## src/rtl/multicycle_ctrl_if.sv

```systemverilog
// Control bundle between the multicycle control unit and its datapath.
// The master modport is the control unit: it consumes the instruction
// register and live ALU flags and drives every datapath control input.
interface multicycle_ctrl_if #(
  parameter int STATE_W = 4
);
  logic [31:0]        Instr;
  logic [3:0]         ALUFlags;
  logic               PCWrite;
  logic               RegWrite;
  logic               MemWrite;
  logic               IRWrite;
  logic               AdrSrc;
  logic [1:0]         RegSrc;
  logic               ALUSrcA;
  logic [1:0]         ALUSrcB;
  logic [1:0]         ResultSrc;
  logic [1:0]         ImmSrc;
  logic [3:0]         ALUControl;
  logic               opMul;
  logic               IsLongMul;
  logic [3:0]         Flags;
  logic [STATE_W-1:0] state;

  modport master (
    input  Instr, ALUFlags,
    output PCWrite, RegWrite, MemWrite, IRWrite, AdrSrc, RegSrc, ALUSrcA,
           ALUSrcB, ResultSrc, ImmSrc, ALUControl, opMul, IsLongMul, Flags,
           state
  );

  modport slave (
    output Instr, ALUFlags,
    input  PCWrite, RegWrite, MemWrite, IRWrite, AdrSrc, RegSrc, ALUSrcA,
           ALUSrcB, ResultSrc, ImmSrc, ALUControl, opMul, IsLongMul, Flags,
           state
  );
endinterface

```

## src/rtl/multicycle_ctrl.sv

```systemverilog
// Multicycle control unit: Moore FSM sequencing fetch/decode/execute/
// writeback, ARM condition evaluation and the architectural NZCV register.
// Optional build macro ILLEGAL_HALT_EN: illegal decodes park the FSM in
// HALT until reset; without it they fall back to FETCH as a 2-cycle NOP.
module multicycle_ctrl #(
  parameter int STATE_W = 4
) (
  input logic              clk,
  input logic              reset,
  multicycle_ctrl_if.master bus
);

  typedef enum logic [STATE_W-1:0] {
    FETCH  = 'd0,  DECODE = 'd1,  MEMADR = 'd2,  MEMRD  = 'd3,
    MEMWB  = 'd4,  MEMWR  = 'd5,  EXECR  = 'd6,  EXECI  = 'd7,
    ALUWB  = 'd8,  BRANCH = 'd9,  MULEX  = 'd10, MULWB  = 'd11,
    HALT   = 'd12
  } state_t;

  localparam logic [3:0] ALU_ADD   = 4'b0000;
  localparam logic [3:0] ALU_SUB   = 4'b0001;
  localparam logic [3:0] ALU_AND   = 4'b0010;
  localparam logic [3:0] ALU_ORR   = 4'b0011;
  localparam logic [3:0] ALU_EOR   = 4'b0100;
  localparam logic [3:0] ALU_MUL   = 4'b0101;
  localparam logic [3:0] ALU_UMULL = 4'b0110;
  localparam logic [3:0] ALU_SMULL = 4'b0111;

  state_t     state_q;
  logic [3:0] flags_q;
  logic       condex_q;

  // Instruction field decode
  logic [1:0] op;
  logic [3:0] cmd;
  logic       is_mul, is_long, is_signed, sbit, ibit, is_store, rd_pc;
  logic       dp_legal, is_cmp, cv_arith;
  logic [3:0] dp_alu;
  logic       unused_instr_bits;

  assign op        = bus.Instr[27:26];
  assign cmd       = bus.Instr[24:21];
  assign is_mul    = (bus.Instr[27:24] == 4'b0000) && (bus.Instr[7:4] == 4'b1001);
  assign is_long   = bus.Instr[23];
  assign is_signed = bus.Instr[22];
  assign sbit      = bus.Instr[20];
  assign ibit      = bus.Instr[25];
  assign is_store  = (op == 2'b01) && !sbit;
  assign rd_pc     = (bus.Instr[15:12] == 4'hF);
  assign unused_instr_bits = ^{bus.Instr[19:16], bus.Instr[11:8], bus.Instr[3:0]};

  // DP command to ALU operation; CMP is a SUB whose result is discarded
  always_comb begin
    dp_legal = 1'b1;
    is_cmp   = 1'b0;
    cv_arith = 1'b0;
    dp_alu   = ALU_ADD;
    case (cmd)
      4'b0100: begin dp_alu = ALU_ADD; cv_arith = 1'b1; end
      4'b0010: begin dp_alu = ALU_SUB; cv_arith = 1'b1; end
      4'b0000: dp_alu = ALU_AND;
      4'b1100: dp_alu = ALU_ORR;
      4'b0001: dp_alu = ALU_EOR;
      4'b1010: begin dp_alu = ALU_SUB; cv_arith = 1'b1; is_cmp = 1'b1; end
      default: dp_legal = 1'b0;
    endcase
  end

  // ARM condition-code evaluation against the NZCV register
  function automatic logic cond_pass(input logic [3:0] cond, input logic [3:0] nzcv);
    logic n, z, c, v;
    {n, z, c, v} = nzcv;
    case (cond)
      4'b0000: cond_pass = z;
      4'b0001: cond_pass = !z;
      4'b0010: cond_pass = c;
      4'b0011: cond_pass = !c;
      4'b0100: cond_pass = n;
      4'b0101: cond_pass = !n;
      4'b0110: cond_pass = v;
      4'b0111: cond_pass = !v;
      4'b1000: cond_pass = c && !z;
      4'b1001: cond_pass = !c || z;
      4'b1010: cond_pass = (n == v);
      4'b1011: cond_pass = (n != v);
      4'b1100: cond_pass = !z && (n == v);
      4'b1101: cond_pass = z || (n != v);
      4'b1110: cond_pass = 1'b1;
      default: cond_pass = 1'b0;
    endcase
  endfunction

  // State sequencing, condition latch and flag register updates
  always_ff @(posedge clk or posedge reset) begin
    if (reset) begin
      state_q  <= FETCH;
      flags_q  <= 4'b0000;
      condex_q <= 1'b0;
    end else begin
      case (state_q)
        FETCH:  state_q <= DECODE;
        DECODE: begin
          condex_q <= cond_pass(bus.Instr[31:28], flags_q);
          if (op == 2'b01)                 state_q <= MEMADR;
          else if (op == 2'b10)            state_q <= BRANCH;
          else if (is_mul)                 state_q <= MULEX;
          else if (op == 2'b00 && dp_legal) state_q <= ibit ? EXECI : EXECR;
          else
`ifdef ILLEGAL_HALT_EN
                                           state_q <= HALT;
`else
                                           state_q <= FETCH;
`endif
        end
        MEMADR: state_q <= sbit ? MEMRD : MEMWR;
        MEMRD:  state_q <= MEMWB;
        EXECR, EXECI: begin
          state_q <= ALUWB;
          if (condex_q && (sbit || is_cmp))
            flags_q <= {bus.ALUFlags[3:2], cv_arith ? bus.ALUFlags[1:0] : flags_q[1:0]};
        end
        MULEX: begin
          state_q <= MULWB;
          if (condex_q && sbit)
            flags_q[3:2] <= bus.ALUFlags[3:2];
        end
        HALT:   state_q <= HALT;
        default: state_q <= FETCH;
      endcase
    end
  end

  // Moore decode of datapath controls from the current state
  always_comb begin
    bus.PCWrite    = 1'b0;
    bus.RegWrite   = 1'b0;
    bus.MemWrite   = 1'b0;
    bus.IRWrite    = 1'b0;
    bus.AdrSrc     = 1'b0;
    bus.RegSrc     = 2'b00;
    bus.ALUSrcA    = 1'b0;
    bus.ALUSrcB    = 2'b00;
    bus.ResultSrc  = 2'b00;
    bus.ImmSrc     = 2'b00;
    bus.ALUControl = ALU_ADD;
    bus.IsLongMul  = 1'b0;
    case (state_q)
      FETCH: begin
        bus.IRWrite = 1'b1;  bus.ALUSrcA = 1'b1; bus.ALUSrcB = 2'b10;
        bus.ResultSrc = 2'b10; bus.PCWrite = 1'b1;
      end
      DECODE: begin
        bus.ALUSrcA = 1'b1; bus.ALUSrcB = 2'b10; bus.ResultSrc = 2'b10;
        bus.RegSrc[1] = is_store;
      end
      MEMADR: begin
        bus.ALUSrcB = 2'b01; bus.ImmSrc = 2'b01; bus.RegSrc[1] = is_store;
      end
      MEMRD: bus.AdrSrc = 1'b1;
      MEMWB: begin
        bus.ResultSrc = 2'b01; bus.RegWrite = condex_q;
        bus.PCWrite   = condex_q && rd_pc;
      end
      MEMWR: begin
        bus.AdrSrc = 1'b1; bus.RegSrc[1] = 1'b1; bus.MemWrite = condex_q;
      end
      EXECR: bus.ALUControl = dp_alu;
      EXECI: begin bus.ALUSrcB = 2'b01; bus.ALUControl = dp_alu; end
      ALUWB: begin
        bus.RegWrite = condex_q && !is_cmp;
        bus.PCWrite  = condex_q && !is_cmp && rd_pc;
      end
      BRANCH: begin
        bus.RegSrc[0] = 1'b1; bus.ALUSrcB = 2'b01; bus.ImmSrc = 2'b10;
        bus.ResultSrc = 2'b10; bus.PCWrite = condex_q;
      end
      MULEX: begin
        bus.ALUControl = !is_long ? ALU_MUL : (is_signed ? ALU_SMULL : ALU_UMULL);
        bus.IsLongMul  = is_long;
      end
      MULWB: begin
        bus.RegWrite = condex_q; bus.IsLongMul = is_long && condex_q;
      end
      default: ;
    endcase
  end

  assign bus.opMul = is_mul;
  assign bus.Flags = flags_q;
  assign bus.state = state_q;

endmodule

```

## src/flat_wrapper.sv

```systemverilog
// flat-port wrapper written by rule: the top's interface ports become plain ports
module multicycle_ctrl_flat 
#(
  parameter int STATE_W = 4
)
  (clk, reset, bus_Instr, bus_ALUFlags, bus_PCWrite, bus_RegWrite, bus_MemWrite, bus_IRWrite, bus_AdrSrc, bus_RegSrc, bus_ALUSrcA, bus_ALUSrcB, bus_ResultSrc, bus_ImmSrc, bus_ALUControl, bus_opMul, bus_IsLongMul, bus_Flags, bus_state);
  multicycle_ctrl_if #(.STATE_W(STATE_W)) bus_i ();
  input logic clk;
  input logic reset;
  input wire logic [$bits(bus_i.Instr)-1:0] bus_Instr;
  input wire logic [$bits(bus_i.ALUFlags)-1:0] bus_ALUFlags;
  output wire logic [$bits(bus_i.PCWrite)-1:0] bus_PCWrite;
  output wire logic [$bits(bus_i.RegWrite)-1:0] bus_RegWrite;
  output wire logic [$bits(bus_i.MemWrite)-1:0] bus_MemWrite;
  output wire logic [$bits(bus_i.IRWrite)-1:0] bus_IRWrite;
  output wire logic [$bits(bus_i.AdrSrc)-1:0] bus_AdrSrc;
  output wire logic [$bits(bus_i.RegSrc)-1:0] bus_RegSrc;
  output wire logic [$bits(bus_i.ALUSrcA)-1:0] bus_ALUSrcA;
  output wire logic [$bits(bus_i.ALUSrcB)-1:0] bus_ALUSrcB;
  output wire logic [$bits(bus_i.ResultSrc)-1:0] bus_ResultSrc;
  output wire logic [$bits(bus_i.ImmSrc)-1:0] bus_ImmSrc;
  output wire logic [$bits(bus_i.ALUControl)-1:0] bus_ALUControl;
  output wire logic [$bits(bus_i.opMul)-1:0] bus_opMul;
  output wire logic [$bits(bus_i.IsLongMul)-1:0] bus_IsLongMul;
  output wire logic [$bits(bus_i.Flags)-1:0] bus_Flags;
  output wire logic [$bits(bus_i.state)-1:0] bus_state;
  assign bus_i.Instr = bus_Instr;
  assign bus_i.ALUFlags = bus_ALUFlags;
  assign bus_PCWrite = bus_i.PCWrite;
  assign bus_RegWrite = bus_i.RegWrite;
  assign bus_MemWrite = bus_i.MemWrite;
  assign bus_IRWrite = bus_i.IRWrite;
  assign bus_AdrSrc = bus_i.AdrSrc;
  assign bus_RegSrc = bus_i.RegSrc;
  assign bus_ALUSrcA = bus_i.ALUSrcA;
  assign bus_ALUSrcB = bus_i.ALUSrcB;
  assign bus_ResultSrc = bus_i.ResultSrc;
  assign bus_ImmSrc = bus_i.ImmSrc;
  assign bus_ALUControl = bus_i.ALUControl;
  assign bus_opMul = bus_i.opMul;
  assign bus_IsLongMul = bus_i.IsLongMul;
  assign bus_Flags = bus_i.Flags;
  assign bus_state = bus_i.state;
  multicycle_ctrl #(.STATE_W(STATE_W)) u_core (.clk(clk), .reset(reset), .bus(bus_i));
endmodule
```

## config.mk

```make
export PLATFORM = sky130hd
export DESIGN_NAME = multicycle_ctrl_flat
export DESIGN_NICKNAME = d
export VERILOG_FILES = /design/src/rtl/multicycle_ctrl_if.sv /design/src/rtl/multicycle_ctrl.sv /design/src/flat_wrapper.sv
export SDC_FILE = /design/constraint.sdc
export NUM_CORES = 1
export LEC_CHECK = 0
export BUFFER_PORTS_ARGS = -buffer_cell sky130_fd_sc_hd__clkbuf_2
export CAP_MARGIN = 30
export CORE_MARGIN = 1
export CORE_UTILIZATION = 30
export DETAILED_ROUTE_END_ITERATION = 10
export PLACE_DENSITY = 0.62
export SYNTH_ARGS = -nofsm -noshare
export SYNTH_HDL_FRONTEND = slang
export SYNTH_SLANG_ARGS = --single-unit
export TNS_END_PERCENT = 30
```

## constraint.sdc

```tcl
create_clock -name clk -period 4.2 [get_ports clk]
set_clock_uncertainty 0.15 [all_clocks]
set_input_delay 0.42 -clock clk [delete_from_list [all_inputs] [get_ports clk]]
set_output_delay 0.42 -clock clk [all_outputs]
set_load 0.01 [all_outputs]
```

==> flow_summary.ini <==
[status]
status = completed

[sta]
rsz0062_at_grt = false
max_freq_mhz = 386
period_needed_ns = 2.59
tightest_slew_ns = 0.532
finalSetupTns_ns = 0
drv_slew = 0
maxSlewHeadroom_pct = 64.6
hold_viol = 0
fin_ws_ns = 1.61
hold-worst-slack_ns = 0.242
finalSetupViolCount = 0
fin_crit_sh_pct = 61.7

[global_routing]
grt.overflow.total = 0
use_met2_pct = 26.1
top_usage_layer = met2
grt_start_max_net_pins = 17
use_met1_pct = 20.9
met3_usage_pct = 3.20
grtUsageTotal_pct = 15.4
grt_pass1_vias = 957
grt_pass1_wl_um = 4330
antenna_found_initial = 0

[yosys]
synth_edf_count = 0
ys_seq_elements = 9
avgSynthCellArea_um2 = 7.80
seq_area_frac_synth_pct = 21.9
ys_async_sr_fraction_pct = 100
synth_ff_type = dfrtp_1
ys.warnings.count = 0
syn-cell-area_mm2 = 0.00103
synth_cell_type_count = 53
synth_nets = 170
synthCells = 132

[place]
placed_cell_area_mm2 = 0.00130
gp_congestion = 0.857
dp.cells = 220
dp_hpwl_um = 2270
place_ws_ns = 1.91
port_buffers = 52

[power]
combPwrFrac_pct = 63.5
intPower_uw = 376
leakage_nw = 0.678
clkPwrFrac_pct = 8.3
power.switching_uw = 401
seq_power_share_pct = 28.2
finalPower_uw = 777
swShare_pct = 51.6
irDropWorstVdd_mv = 0.215
p_per_area_mw_per_mm2 = 581

[routing]
ant_nets = 0
vias = 1207
route.detailed.drc = 0
drt-pass1-iter-count = 4
vias_per_cell = 5.36
totalWireLength_um = 2880
drt-initial-drc-count = 43
wl_per_cell_um = 12.8

[finish]
drive_gt1_share_pct = 36.5
most-common-layout-cells = clkbuf_2, inv_1, nand2_1
fin_nets = 220
design_area_mm2 = 0.00134
instances_no_fill = 225
postLayoutCoreUtil_pct = 42.4
antenna_cells = 0
layout_commonest_cell = clkbuf_2
area_growth_syn_to_layout_pct = 29.9

[critical_path]
endpoint_kind = primary output
startpoint_type = flop
worstSetupPathType = reg2out
crit_arrival_ns = 2.02
crit_required_ns = 3.63
path_max_fanout = 16

[floorplanning]
start_util_pct = 32.7
boundaryPins = 66
die-height_um = 60.6
die_x_um = 60.6
fp-row-count = 20
die_area_mm2 = 0.00367
core_area_mm2 = 0.00315

[cts]
clk-insertion-delay-late_ns = 0.26
ctsHtreeMaxLevel = 1
clockBufferDepth = 2
clockRootBuffer = clkbuf_4
cts_tree = yes
ctsResizeCount = 0
cts.sinks = 9
path_clk_slew_ns = 0.06
cts_buffers = 3

[job]
timing.max_cap.violations = 0

[hold_path]
hold_class = in2reg
## per-layer routing
metal | wire length [µm] | vias up
met4 | 0 | 0
met5 | 0 | -
met3 | 192 | 0
li1 | - | 584
met2 | 1440 | 48
met1 | 1250 | 575
## power groups by stage
stage | combinational (mW) | sequential (mW) | clock, mW
global route | 0.548 | 0.232 | 0.0720
CTS | 0.498 | 0.218 | 0.0684
global placement | 0.486 | 0.217 | 0
floorplan | 0.353 | 0.174 | 0
detailed placement | 0.495 | 0.220 | 0
finish | 0.493 | 0.219 | 0.0648
## Yosys cell counts, types with 3 or more instances
library cell / instances / area share [%]
nand3_1: 6 / 2.9
dfrtp_1: 9 / 22
nor3_1: 8 / 3.9
o31ai_1: 3 / 2.2
mux2_1: 3 / 3.3
nor2b_1: 5 / 3.0
a21oi_1: 4 / 1.9
clkbuf_1: 4 / 1.5
nand2_1: 11 / 4.0
nor2_1: 7 / 2.6
mux2i_1: 5 / 4.9
inv_1: 11 / 4.0
o21ai_0: 7 / 3.4
## worst max-delay path, stage by stage, from the launching register on
cell	delay [ns]
dfrtp_1	0.67
inv_2	0.15
or3_4	0.43
o32ai_1	0.28
a21o_1	0.11
clkbuf_2	0.12
## worst paths after layout
kind | startpoint | cells after the start | slack [ns] | endpoint
setup / recovery | u_core.bus.state[1] | 5 | 1.61 | bus_ALUControl[0]
min in group asynchronous | reset | 3 | 0.50 | u_core.bus.state[0]
setup reg to reg | u_core.bus.state[1] | 4 | 2.02 | u_core.bus.Flags[1]
hold reg to reg | u_core.bus.Flags[0] | 1 | 0.43 | u_core.bus.Flags[0]
max in group asynchronous | reset | 3 | 3.15 | u_core.bus.Flags[0]
hold / removal | bus_ALUFlags[0] | 2 | 0.24 | u_core.bus.Flags[0]
## cells by family (layout without fill, tap and decap cells)
group	Yosys count	count (layout)	synth area share, %
AND/OR/NAND/NOR	58	58	34.6
AO/OA/AOI/OAI	31	31	21.9
buffers and inverters	20	69	8.63
multiplexers	9	9	9.23
flip-flops	9	9	21.9
XOR/XNOR	4	4	3.40
other	1	1	0.364
## area by class of cell
type / instances / area [µm²]
clock buffer: 4 / 26.3
sequential: 9 / 225
tap: 44 / 55.1
fill: 354 / 1820
timing repair buffer: 53 / 270
multi-input combinational: 103 / 716
inverter: 12 / 45.0
## registers in the layout, indices dropped and copies added, names as in the netlist
name              count
u_core.bus.Flags      4
u_core.bus.state      4
u_core.condex_q       1
## repair_timing
action                                  in CTS  in global routing
setup buffers                                0                  0
endpoints found under the setup margin       0                  0
endpoints found under the hold margin        9                  0
hold buffers                                 1                  0
Note: power is estimated with default switching activity, not from simulation.
